`config.mk`:
```
export PLATFORM = sky130hd
export DESIGN_NAME = fetch_sequencer_flat
export DESIGN_NICKNAME = d
export VERILOG_FILES = /design/src/rtl/fetch_sequencer_if.sv /design/src/rtl/fetch_sequencer.sv /design/src/flat_wrapper.sv
export SDC_FILE = /design/constraint.sdc
export NUM_CORES = 1
export LEC_CHECK = 0
export BUFFER_PORTS_ARGS = -buffer_cell sky130_fd_sc_hd__buf_4
export CAP_MARGIN = 25
export CORE_MARGIN = 2
export CORE_UTILIZATION = 27
export CTS_CLUSTER_DIAMETER = 40
export CTS_CLUSTER_SIZE = 30
export DETAILED_ROUTE_END_ITERATION = 10
export SLEW_MARGIN = 20
export SYNTH_ARGS = -nofsm -noshare
export SYNTH_HDL_FRONTEND = slang
export SYNTH_SLANG_ARGS = --single-unit
```
`constraint.sdc`:
```
create_clock -name clk -period 2.9 [get_ports clk]
set_input_delay 0.29 -clock clk [delete_from_list [all_inputs] [get_ports clk]]
set_output_delay 0.29 -clock clk [all_outputs]
set_load 0.05 [all_outputs]
```
`src/rtl/fetch_sequencer_if.sv`:
```
// Instruction-ROM address/data bus and datapath issue handshake of the
// fetch sequencer. The master side is the sequencer; the slave side is the
// ROM plus datapath.
interface fetch_sequencer_if #(
  parameter int PC_W    = 8,
  parameter int INSTR_W = 16
);
  logic [PC_W-1:0]    rom_pc;
  logic [INSTR_W-1:0] rom_instr;
  logic               issue_valid;
  logic [INSTR_W-1:0] issue_instr;
  logic               issue_ready;

  modport master (
    output rom_pc,
    input  rom_instr,
    output issue_valid,
    output issue_instr,
    input  issue_ready
  );

  modport slave (
    input  rom_pc,
    output rom_instr,
    input  issue_valid,
    input  issue_instr,
    output issue_ready
  );
endinterface

```
`src/rtl/fetch_sequencer.sv`:
```
// Program sequencer for the washing register machine. It owns the program
// counter, fetches and latches instructions from a combinational ROM, resolves
// HALT/JMP/BRF/WAIT itself and hands every other opcode to the datapath over
// a valid/ready issue handshake.
module fetch_sequencer #(
  parameter int PC_W     = 8,
  parameter int INSTR_W  = 16,
  parameter int RESET_PC = 0,
  parameter int WAIT_W   = 8
) (
  input  logic               clk,
  input  logic               rst_n,
  input  logic               start,
  input  logic               abort,
  input  logic               cond_flag,
  output logic               busy,
  output logic               halted,
  fetch_sequencer_if.master  bus
);

  localparam logic [PC_W-1:0] PC_RST = PC_W'(RESET_PC);

  // Control-flow opcodes resolved locally; everything else goes to the datapath.
  localparam logic [3:0] OP_HALT = 4'hF;
  localparam logic [3:0] OP_JMP  = 4'hE;
  localparam logic [3:0] OP_BRF  = 4'hD;
  localparam logic [3:0] OP_WAIT = 4'hC;

  typedef enum logic [2:0] {
    S_IDLE,
    S_FETCH,
    S_EXEC,
    S_ISSUE,
    S_WAIT,
    S_HALT
  } state_t;

  state_t             state_q, state_d;
  logic [PC_W-1:0]    pc_q, pc_d;
  logic [INSTR_W-1:0] ir_q, ir_d;
  logic [WAIT_W-1:0]  cnt_q, cnt_d;

  logic [3:0]         opcode;
  logic [7:0]         operand;
  logic [PC_W-1:0]    pc_inc;

  assign opcode  = ir_q[15:12];
  assign operand = ir_q[7:0];
  assign pc_inc  = pc_q + PC_W'(1);

  // State, pc, instruction and wait-counter registers with synchronous reset.
  always_ff @(posedge clk) begin
    if (!rst_n) begin
      state_q <= S_IDLE;
      pc_q    <= PC_RST;
      ir_q    <= '0;
      cnt_q   <= '0;
    end else begin
      state_q <= state_d;
      pc_q    <= pc_d;
      ir_q    <= ir_d;
      cnt_q   <= cnt_d;
    end
  end

  // Next-state logic: sequencing per state, abort overrides everything.
  always_comb begin
    state_d = state_q;
    pc_d    = pc_q;
    ir_d    = ir_q;
    cnt_d   = cnt_q;

    unique case (state_q)
      S_IDLE: begin
        if (start) state_d = S_FETCH;
      end

      S_FETCH: begin
        ir_d    = bus.rom_instr;
        state_d = S_EXEC;
      end

      S_EXEC: begin
        unique case (opcode)
          OP_HALT: state_d = S_HALT;
          OP_JMP: begin
            pc_d    = PC_W'(operand);
            state_d = S_FETCH;
          end
          OP_BRF: begin
            pc_d    = cond_flag ? PC_W'(operand) : pc_inc;
            state_d = S_FETCH;
          end
          OP_WAIT: begin
            if (operand == 8'd0) begin
              pc_d    = pc_inc;
              state_d = S_FETCH;
            end else begin
              cnt_d   = WAIT_W'(operand);
              state_d = S_WAIT;
            end
          end
          default: state_d = S_ISSUE;
        endcase
      end

      S_ISSUE: begin
        if (bus.issue_ready) begin
          pc_d    = pc_inc;
          state_d = S_FETCH;
        end
      end

      S_WAIT: begin
        // Counter holds cycles remaining including this one, so leaving on
        // cnt==1 gives exactly n cycles in WAIT.
        if (cnt_q == WAIT_W'(1)) begin
          cnt_d   = '0;
          pc_d    = pc_inc;
          state_d = S_FETCH;
        end else begin
          cnt_d = cnt_q - WAIT_W'(1);
        end
      end

      S_HALT: begin
        if (start) begin
          pc_d    = PC_RST;
          state_d = S_FETCH;
        end
      end

      default: state_d = S_IDLE;
    endcase

    if (abort) begin
      state_d = S_IDLE;
      pc_d    = PC_RST;
      cnt_d   = '0;
    end
  end

  // Outputs decoded purely from registers; issue_instr reads zero when idle.
  assign bus.rom_pc      = pc_q;
  assign bus.issue_valid = (state_q == S_ISSUE);
  assign bus.issue_instr = (state_q == S_ISSUE) ? ir_q : '0;
  assign busy            = (state_q == S_FETCH) || (state_q == S_EXEC) ||
                           (state_q == S_ISSUE) || (state_q == S_WAIT);
  assign halted          = (state_q == S_HALT);

endmodule
```
`src/flat_wrapper.sv`:
```
// flat-port wrapper written by rule: the top's interface ports become plain ports
module fetch_sequencer_flat 
#(
  parameter int PC_W     = 8,
  parameter int INSTR_W  = 16,
  parameter int RESET_PC = 0,
  parameter int WAIT_W   = 8
)
  (clk, rst_n, start, abort, cond_flag, busy, halted, bus_rom_pc, bus_rom_instr, bus_issue_valid, bus_issue_instr, bus_issue_ready);
  fetch_sequencer_if #(.PC_W(PC_W), .INSTR_W(INSTR_W)) bus_i ();
  input  logic clk;
  input  logic rst_n;
  input  logic start;
  input  logic abort;
  input  logic cond_flag;
  output logic busy;
  output logic halted;
  output wire logic [$bits(bus_i.rom_pc)-1:0] bus_rom_pc;
  input wire logic [$bits(bus_i.rom_instr)-1:0] bus_rom_instr;
  output wire logic [$bits(bus_i.issue_valid)-1:0] bus_issue_valid;
  output wire logic [$bits(bus_i.issue_instr)-1:0] bus_issue_instr;
  input wire logic [$bits(bus_i.issue_ready)-1:0] bus_issue_ready;
  assign bus_rom_pc = bus_i.rom_pc;
  assign bus_i.rom_instr = bus_rom_instr;
  assign bus_issue_valid = bus_i.issue_valid;
  assign bus_issue_instr = bus_i.issue_instr;
  assign bus_i.issue_ready = bus_issue_ready;
  fetch_sequencer #(.PC_W(PC_W), .INSTR_W(INSTR_W), .RESET_PC(RESET_PC), .WAIT_W(WAIT_W)) u_core (.clk(clk), .rst_n(rst_n), .start(start), .abort(abort), .cond_flag(cond_flag), .busy(busy), .halted(halted), .bus(bus_i));
endmodule
```
==> results of run 1 <==
==> state kept, by name, summed over array words and instances, names as in the netlist <==
register / count
u_core.cnt_q: 8
u_core.state_q: 3
u_core.bus.rom_pc: 8
u_core.ir_q: 16
==> worst register-to-register path: cells and delay by family (launching register included) <==
family | cells | cell delay (ns)
compound gates | 3 | 0.94
flops | 1 | 0.42
fa+ha+maj | 1 | 0.17
simple gates | 2 | 1.14
==> stage by stage <==
step	hold WS, ns	std cells	util, %	setup slack (ns)
finish	0.2550	448	34.60	0.1931
global route	0.2506	448	34.60	0.09280
CTS	0.2544	448	34.60	0.2281
detailed placement	0.4581	440	33.61	0.2489
global placement	0.4514	440	33.61	0.3501
floorplan	0.4349	299	-	0.3991
==> cell type report <==
| class | instances | area, um^2 | share of cell area, % |
|---|---|---|---|
| Timing Repair Buffer | 56 | 420.4 | 14.79 |
| Clock buffer | 7 | 76.32 | 2.685 |
| Sequential cell | 35 | 700.7 | 24.65 |
| Clock inverter | 1 | 5.005 | 0.1761 |
| Tap cell | 105 | 131.4 | 4.621 |
| Multi-Input combinational cell | 235 | 1475 | 51.89 |
| Inverter | 9 | 33.78 | 1.188 |
==> logic make-up (layout without fill, tap and decap cells) <==
kind of cell / Yosys count / count (layout)
DFF: 35 / 35
muxes: 2 / 2
AOI/OAI and AO/OA: 94 / 94
adders and majority gates: 4 / 4
and+or+nand+nor: 131 / 131
buffers and inverters: 29 / 73
xor gates and xnor gates: 4 / 4
==> routing by layer <==
layer | share of wire [%] | vias to the layer above | GRT usage (%) | wire length, um
met5 | 0 | - | 0 | 0
met4 | 1.3 | 0 | 4.762 | 87
met3 | 7.0 | 7 | 3.602 | 484
met2 | 45 | 73 | 24.25 | 3061
met1 | 47 | 1103 | 22.04 | 3234
li1 | - | 1176 | - | -
==> power groups by stage <==
stage / clock network [mW] / registers [mW] / logic (mW)
2_1_floorplan: 0 / 0.508 / 0.0510
3_3_place_gp: 0 / 0.514 / 0.0892
3_5_place_dp: 0 / 0.515 / 0.0900
4_1_cts: 0.359 / 0.503 / 0.0904
5_1_grt: 0.383 / 0.505 / 0.0993
6_report: 0.350 / 0.504 / 0.0895
==> cells in the final DEF (no fill, tap or decap), types with 3 or more instances in the layout <==
master	n
sky130_fd_sc_hd__a211oi_1	8
sky130_fd_sc_hd__dfxtp_1	35
sky130_fd_sc_hd__a21boi_0	17
sky130_fd_sc_hd__a21oi_1	15
sky130_fd_sc_hd__a31oi_1	4
sky130_fd_sc_hd__nand2_1	47
sky130_fd_sc_hd__clkbuf_8	5
sky130_fd_sc_hd__xnor2_1	3
sky130_fd_sc_hd__ha_1	4
sky130_fd_sc_hd__nand2b_1	7
sky130_fd_sc_hd__and2_1	20
sky130_fd_sc_hd__and3b_1	3
sky130_fd_sc_hd__inv_1	9
sky130_fd_sc_hd__nor2_1	18
sky130_fd_sc_hd__o21ai_0	15
sky130_fd_sc_hd__nor4_1	3
sky130_fd_sc_hd__nand3_1	5
sky130_fd_sc_hd__a32oi_1	4
sky130_fd_sc_hd__or3_1	6
sky130_fd_sc_hd__or3b_2	3
sky130_fd_sc_hd__o22ai_1	4
sky130_fd_sc_hd__buf_4	56
sky130_fd_sc_hd__nor3_1	4
sky130_fd_sc_hd__o221ai_1	4
==> final timing paths <==
kind,slack (ns),cells after the start,startpoint,endpoint
max,0.19,6,u_core.cnt_q[0],u_core.bus.rom_pc[3]
min,0.26,3,bus_rom_instr[15],u_core.ir_q[15]
max reg2reg,0.19,6,u_core.cnt_q[0],u_core.bus.rom_pc[3]
min reg2reg,0.47,2,u_core.ir_q[10],u_core.ir_q[10]
==> synthesized netlist by cell type (all sizes together) (3+ instances only) <==
| cell | n |
|---|---|
| a211oi | 8 |
| a21boi | 17 |
| a21oi | 16 |
| a31oi | 4 |
| a32oi | 4 |
| and2 | 20 |
| and3b | 3 |
| clkbuf | 18 |
| dfxtp | 35 |
| ha | 4 |
| inv | 9 |
| nand2 | 47 |
| nand2b | 7 |
| nand3 | 5 |
| nor2 | 18 |
| nor3 | 4 |
| nor3b | 4 |
| nor4 | 3 |
| o21ai | 16 |
| o221ai | 4 |
| o22ai | 4 |
| or3 | 6 |
| or3b | 3 |
| xnor2 | 3 |
==> metrics.txt, run 1 <==
status completed; internal power consumption around 700 uW; family of cells with the greatest summed delay on the critical path simple AND/OR/NAND/NOR gates; count of buffer and inverter cells on the critical path 0; total of fill cells in the finished design slightly below 900; Die H 96.07 um; area fraction in compound gates after synthesis 29.25%; TritonCTS Buffers 5; Max Clk Rate 369.4 MHz; root cell of the clock tree sky130_fd_sc_hd__clkbuf_8; Primary FF master, synth sky130_fd_sc_hd__dfxtp_1; pin count of the biggest net entering global routing 29; clock tree from TritonCTS done; cell area after technology mapping 0.002288 mm^2; portion of total power attributed to sequential cells a little over half; wire length of the first global-routing pass roughly 12 mm; number of sinks driven by the clock tree 35; count of flip-flops with a built-in enable after synthesis 0; CP Data Required Time 3.14 ns; cells along the critical path ha_1 -> or4b_1 -> o311a_4 -> or4_4 -> a2111oi_0 -> a31o_2; layout cells sized above 1 21.28%; number of resized instances in the post-cts repair step 0; Final Max Slew Viols 0; IR Drop Worst-Case VDD roughly 230 uV; Syn Inst Count 299; antenna diode instance count 0; hold bufs inserted after CTS 0; insertion delay to the later sink of the worst-skew pair 0.29 ns; peak per-stage delay on the critical path 0.58 ns; initial core utilization 27.85%; dominant combinational cell family by area after synthesis simple AND/OR/NAND/NOR gates; vias in the first global route 2284; remaining global-route overflow 0; placeable core area between 0.008 and 0.009 mm^2; startpoint type of the worst setup path flip-flop; HPWL after DPL 4.931 mm; ys async rst share 0%; Clock Power Share around 37%; number of warnings reported in the yosys synthesis log 0; Crit Path Category flip-flop to flip-flop; DR pass1 iterations 4; number of buffers inserted by post-CTS setup repair 0; worst min-delay path class input port to flip-flop; layout overhead on the synthesized area 24.22%; leakage power about 1.0 nW; setup repair after global routing missed its margin no; post-layout min period 2.707 ns; post-route total power ~940 uW; total wire length 6.867 mm; H-tree levels 2; parity-gate share of the synthesized area counting xor and xnor cells 1.531%; number of DRC violations after detailed-routing iteration 0 180; Routed Antenna Nets 0; overall track demand over capacity in global routing ~16%; post-detailed-route via-to-cell ratio 5.266; Setup-failing EPs final 0; post-layout instance area 0.002843 mm^2; Synth Area in Adders under 10%; Synthesized Nets 325; crit path capture type flip-flop; final weighted congestion in routability-driven placement 0.8687; area after detailed placement roughly 0.0028 mm^2; number of failing hold endpoints at the final stage 0; dominant cells by area after synthesis sky130_fd_sc_hd__dfxtp_1 (31%), sky130_fd_sc_hd__nand2_1 (7.7%), sky130_fd_sc_hd__a21boi_0 (5.6%); Boundary Pins just under 50; nets 368; share of the cycle needed by the critical path after routing 93.34%; routed wire length per instance between 15 and 20 um; post-route setup TNS 0 ns; final routed DRC violation total 0; clock skew around 0.0081 ns; share of power burned in combinational logic 9.5%; number of core rows 33; post-synthesis sequential area ratio 30.62%; vias after detailed routing 2359; initial antenna violation count 0; data arrival time of the critical path 2.94 ns; maximum clock insertion buffer count 2; PwrDens 331.8 mW/mm^2; share of Yosys cell area claimed by the top area cell type 30.62%; clock-pin slew on the worst setup and hold paths 0.07 ns; # Max-Cap Violations 0; relative max-transition margin 57.39%; cell type contributing the most total cell area after synthesis sky130_fd_sc_hd__dfxtp_1; Synth cell types 55; fraction of power spent switching nets 25.54%; fraction of the mapped netlist area in simple logic gates 30.40%; Crit Path Max Fanout 12; Max stage delay cell, worst path sky130_fd_sc_hd__or4_4; Die Width 96.07 um; slew at the pin closest to its max-slew limit around 0.64 ns; die area 0.009228 mm^2; per-instance average area after synthesis 7.654 um^2; multiplexer area fraction after synthesis 0.8748%; port buffer count 48; FF+latch count, synth 35; reported net switching power 240.9 uW
Note: power is estimated with default switching activity, not from simulation.
==> run 2, diff against run 1 <==
- clock period: 2.9 -> 3.1 ns (I/O delays scaled with it)
==> metrics.txt, run 2 (synthesis gave the netlist of run 1 again) <==
CP Data Required Time 2.79 ns; share of the cycle needed by the critical path after routing between 80% and 90%; Worst R2R Setup Slack 0.47 ns; HPWL after DPL 4.786 mm; die area 0.009228 mm^2; vias after detailed routing 2326; pin count of the biggest net entering global routing 21; Final Max Slew Viols 0; post-detailed-route via-to-cell ratio 5.227; total wire length 6.624 mm; worst min-delay path class input port to flip-flop; clock skew 0.008339 ns; relative max-transition margin about 36%; # Max-Cap Violations 0; setup repair after global routing missed its margin no; placeable core area 0.008217 mm^2; total of fill cells in the finished design 880; startpoint type of the worst setup path flip-flop; overall track demand over capacity in global routing 15.51%; remaining global-route overflow 0; vias in the first global route 2152; number of resized instances in the post-cts repair step 0; number of buffers inserted by post-CTS setup repair 0; hold bufs inserted after CTS 0; Setup-failing EPs final 0; wire length of the first global-routing pass 11.16 mm; number of failing hold endpoints at the final stage 0; maximum clock insertion buffer count 2; Routed Antenna Nets 0; initial core utilization 27.85%; leakage power 1.031 nW; number of DRC violations after detailed-routing iteration 0 between 200 and 250; root cell of the clock tree sky130_fd_sc_hd__clkbuf_8; TritonCTS Buffers 5; antenna diode instance count 0; Crit Path Category flip-flop to primary output; family of cells with the greatest summed delay on the critical path simple AND/OR/NAND/NOR gates; layout overhead on the synthesized area 23.78%; peak per-stage delay on the critical path roughly 0.56 ns; crit path capture type primary output; PwrDens about 320 mW/mm^2; insertion delay to the later sink of the worst-skew pair 0.30 ns; nets 365; cells along the critical path buf_4 -> nor2b_1 -> nand2_1 -> inv_1 -> buf_4; data arrival time of the critical path 2.34 ns; portion of total power attributed to sequential cells 52.2%; clock tree from TritonCTS done; internal power consumption 657.4 uW; reported net switching power roughly 250 uW; Max Clk Rate 377.3 MHz; number of flip-flops under the largest register name 16; number of sinks driven by the clock tree 35; Crit Path Max Fanout 14; Clock Power Share 39.3%; number of core rows 33; commonest non-fill, non-tap cells in the layout sky130_fd_sc_hd__buf_4 (53), sky130_fd_sc_hd__nand2_1 (47), sky130_fd_sc_hd__dfxtp_1 (35), sky130_fd_sc_hd__and2_1 (20), sky130_fd_sc_hd__nor2_1 (18); slew at the pin closest to its max-slew limit 0.9536 ns; final routed DRC violation total 0; count of buffer and inverter cells on the critical path 3; port buffer count 48; Boundary Pins just under 50; share of power burned in combinational logic 8.5%; Die Width a little under 100 um; worst slack on hold paths 0.2546 ns; clock-pin slew on the worst setup and hold paths roughly 0.09 ns; most common cell after layout, fill and taps aside sky130_fd_sc_hd__buf_4; layout cells sized above 1 21.18%; Max stage delay cell, worst path sky130_fd_sc_hd__dfxtp_1; fraction of power spent switching nets 27.64%; post-layout min period about 2.7 ns; IR Drop Worst-Case VDD 155.5 uV; Die H 96.07 um; post-route setup TNS 0 ns; final weighted congestion in routability-driven placement 0.8990; top register by number of flip-flops u_core.ir_q; status completed; DR pass1 iterations 4; H-tree levels 2; initial antenna violation count 0; most frequent cell on the critical path sky130_fd_sc_hd__buf_4; routed wire length per instance 14.89 um
[run 2: layout make-up]
cell class,count,area (um^2),share of cell area (%)
Clock inverter,3,25.02,0.8834
Sequential cell,35,700.7,24.73
Multi-Input combinational cell,235,1475,52.08
Timing Repair Buffer,53,397.9,14.05
Inverter,9,33.78,1.193
Tap cell,105,131.4,4.638
Clock buffer,5,68.82,2.429
[run 2: worst min-delay path: stages]
cell and delay (ns):
sky130_fd_sc_hd__buf_4 0.10, sky130_fd_sc_hd__nand2_1 0.04, sky130_fd_sc_hd__a21boi_0 0.06
[run 2: path summary, 6_finish.rpt]
path / from / to / depth (start not counted)
min: bus_rom_instr[2] / u_core.ir_q[2] / 3
max reg2reg: u_core.cnt_q[0] / u_core.bus.rom_pc[3] / 6
max: u_core.state_q[2] / halted / 5
min reg2reg: u_core.ir_q[10] / u_core.ir_q[10] / 2
[run 2: power groups by stage]
| stage | Combinational [mW] | Sequential (mW) | Clock (mW) |
|---|---|---|---|
| floorplan | 0.0477 | 0.476 | 0 |
| global placement | 0.0771 | 0.485 | 0 |
| detailed placement | 0.0775 | 0.485 | 0 |
| CTS | 0.0778 | 0.474 | 0.367 |
| global route | 0.0850 | 0.476 | 0.387 |
| finish | 0.0769 | 0.474 | 0.357 |
[run 2: through the flow]
step | cell area (um^2) | cells | power, mW | utilization (%) | worst slack (ns)
finish | 2833 | 445 | 0.9086 | 34.48 | 0.4497
global route | 2833 | 445 | 0.9479 | 34.48 | 0.2658
CTS | 2833 | 445 | 0.9183 | 34.48 | 0.4680
detailed placement | 2739 | 437 | 0.5621 | 33.33 | 0.4869
global placement | 2739 | 437 | 0.5616 | 33.33 | 0.5494
floorplan | 2288 | 299 | 0.5234 | - | 0.5991
[run 2: layer usage]
layer	global-route usage [%]	part of all wire [%]
met5	0	0
met4	5.357	1.8
met3	3.132	6.8
met1	21.80	47
met2	23.44	44
==> run 3, diff against run 2 <==
- GPL_TIMING_DRIVEN: unset -> 0
==> metrics.txt, run 3 (synthesis gave the netlist of run 1 again) <==
vias after detailed routing 2379; final std cells w/o fill 460; Max Clk Rate between 300 and 400 MHz; worst min-delay path class input port to flip-flop; Boundary Pins slightly below 50; initial core utilization between 20% and 30%; hold bufs inserted after CTS 0; post-route setup TNS 0 ns; number of sinks driven by the clock tree 35; insertion delay to the later sink of the worst-skew pair 0.29 ns; Post-Place Cells 452; clock skew between 0.006 and 0.007 ns; number of failing hold endpoints at the final stage 0; setup repair after global routing missed its margin no; area of all sequential standard cells 700.7 um^2; number of buffers inserted by post-CTS setup repair 0; area after detailed placement 0.002780 mm^2; Max stage delay cell, worst path sky130_fd_sc_hd__nor4_1; initial antenna violation count 0; number of core rows 33; commonest non-fill, non-tap cells in the layout sky130_fd_sc_hd__buf_4 (48), sky130_fd_sc_hd__nand2_1 (47), sky130_fd_sc_hd__dfxtp_1 (35), sky130_fd_sc_hd__and2_1 (20); crit path capture type flip-flop; clock tree from TritonCTS done; status completed; wire length of the first global-routing pass 11.56 mm; relative max-transition margin approximately a third; top register by number of flip-flops u_core.ir_q; root cell of the clock tree sky130_fd_sc_hd__clkbuf_8; vias in the first global route 2265; PwrDens 321.2 mW/mm^2; post-layout min period 2.880 ns; overall track demand over capacity in global routing 16.09%; DR pass1 iterations 4; H-tree levels 2; final design utilization a little over a third; Die H 96.07 um; layout overhead on the synthesized area 25.81%; clock-pin slew on the worst setup and hold paths 0.08 ns; # Max-Cap Violations 0; Final Max Slew Viols 0; total of fill cells in the finished design 868; maximum clock insertion buffer count 2; IR Drop Worst-Case VDD approximately 180 uV; data arrival time of the critical path 3.10 ns; antenna diode instance count 0; die area 0.009228 mm^2; most common cell after layout, fill and taps aside sky130_fd_sc_hd__buf_4; Setup-failing EPs final 0; number of flip-flops under the largest register name 16; post-detailed-route via-to-cell ratio 5.172; peak per-stage delay on the critical path 0.80 ns; total wire length about 7.1 mm; routed wire length per instance 15.33 um; Die Width 96.07 um; pin count of the biggest net entering global routing 13; number of DRC violations after detailed-routing iteration 0 146; CP Data Required Time 3.32 ns; HPWL after DPL 5.352 mm; Crit Path Max Fanout 6; final routed DRC violation total 0; cells along the critical path ha_1 -> or4b_1 -> buf_2 -> o311a_4 -> nor4_1 -> o2111ai_1 -> a21oi_1; remaining global-route overflow 0; layout cells sized above 1 19.15%; TritonCTS Buffers 5; number of resized instances in the post-cts repair step 0; worst slack on hold paths 0.2739 ns; final weighted congestion in routability-driven placement about 0.86; share of the cycle needed by the critical path after routing 92.92%; slew at the pin closest to its max-slew limit approximately 0.96 ns; Routed Antenna Nets 0; port buffer count 48; nets 380; post-layout instance area between 0.002 and 0.003 mm^2; startpoint type of the worst setup path flip-flop; placeable core area 0.008217 mm^2; Crit Path Category flip-flop to flip-flop; leakage power 1.032 nW; footprint of the multi-input gates 0.001470 mm^2
run 3: path summary, 6_finish.rpt:
check	from	endpoint	slack [ns]	cells after the start
worst max-delay path	u_core.cnt_q[0]	u_core.bus.rom_pc[5]	0.22	7
worst max register to register	u_core.cnt_q[0]	u_core.bus.rom_pc[5]	0.22	7
worst min-delay path	bus_rom_instr[1]	u_core.ir_q[1]	0.27	3
worst min register to register	u_core.ir_q[8]	u_core.ir_q[8]	0.47	2
run 3: critical path, delay by kind of cell, from the launching register on:
kind                       cells  cell delay, ns
buffers and inverters          1            0.17
and+or+nand+nor                2            1.22
adders and majority gates      1            0.17
DFF                            1            0.42
AOI/OAI and AO/OA              3            0.83
run 3: routing by layer:
metal / wire, um / track usage, % / share of wire (%) / up-vias
met1: 3173 / 21.67 / 45 / 1102
met4: 129 / 4.881 / 1.8 / 0
met2: 3305 / 25.46 / 47 / 70
li1: - / - / - / 1196
met3: 444 / 3.759 / 6.3 / 11
met5: 0 / 0 / 0 / -
run 3: stage by stage:
step                total power, mW  worst slack (ns)
floorplan                    0.5234            0.5991
detailed placement           0.5651            0.3322
CTS                          0.9356            0.2971
global route                 0.9648            0.1394
finish                       0.9246            0.2195
global placement             0.5635            0.4415
run 3: where the power goes:
| part | total [mW] | internal [mW] | switching, mW |
|---|---|---|---|
| Combinational | 0.0839 | 0.0402 | 0.0437 |
| Clock | 0.370 | 0.182 | 0.189 |
| Sequential | 0.470 | 0.458 | 0.0122 |
run 3: area by class of cell:
type                            instances  area share, %
Multi-Input combinational cell        235          51.06
Sequential cell                        35          24.34
Timing Repair Buffer                   48          12.52
Tap cell                              105          4.563
Buffer                                 20          2.912
Clock buffer                            6          2.868
Inverter                                9          1.173
Clock inverter                          2         0.5650
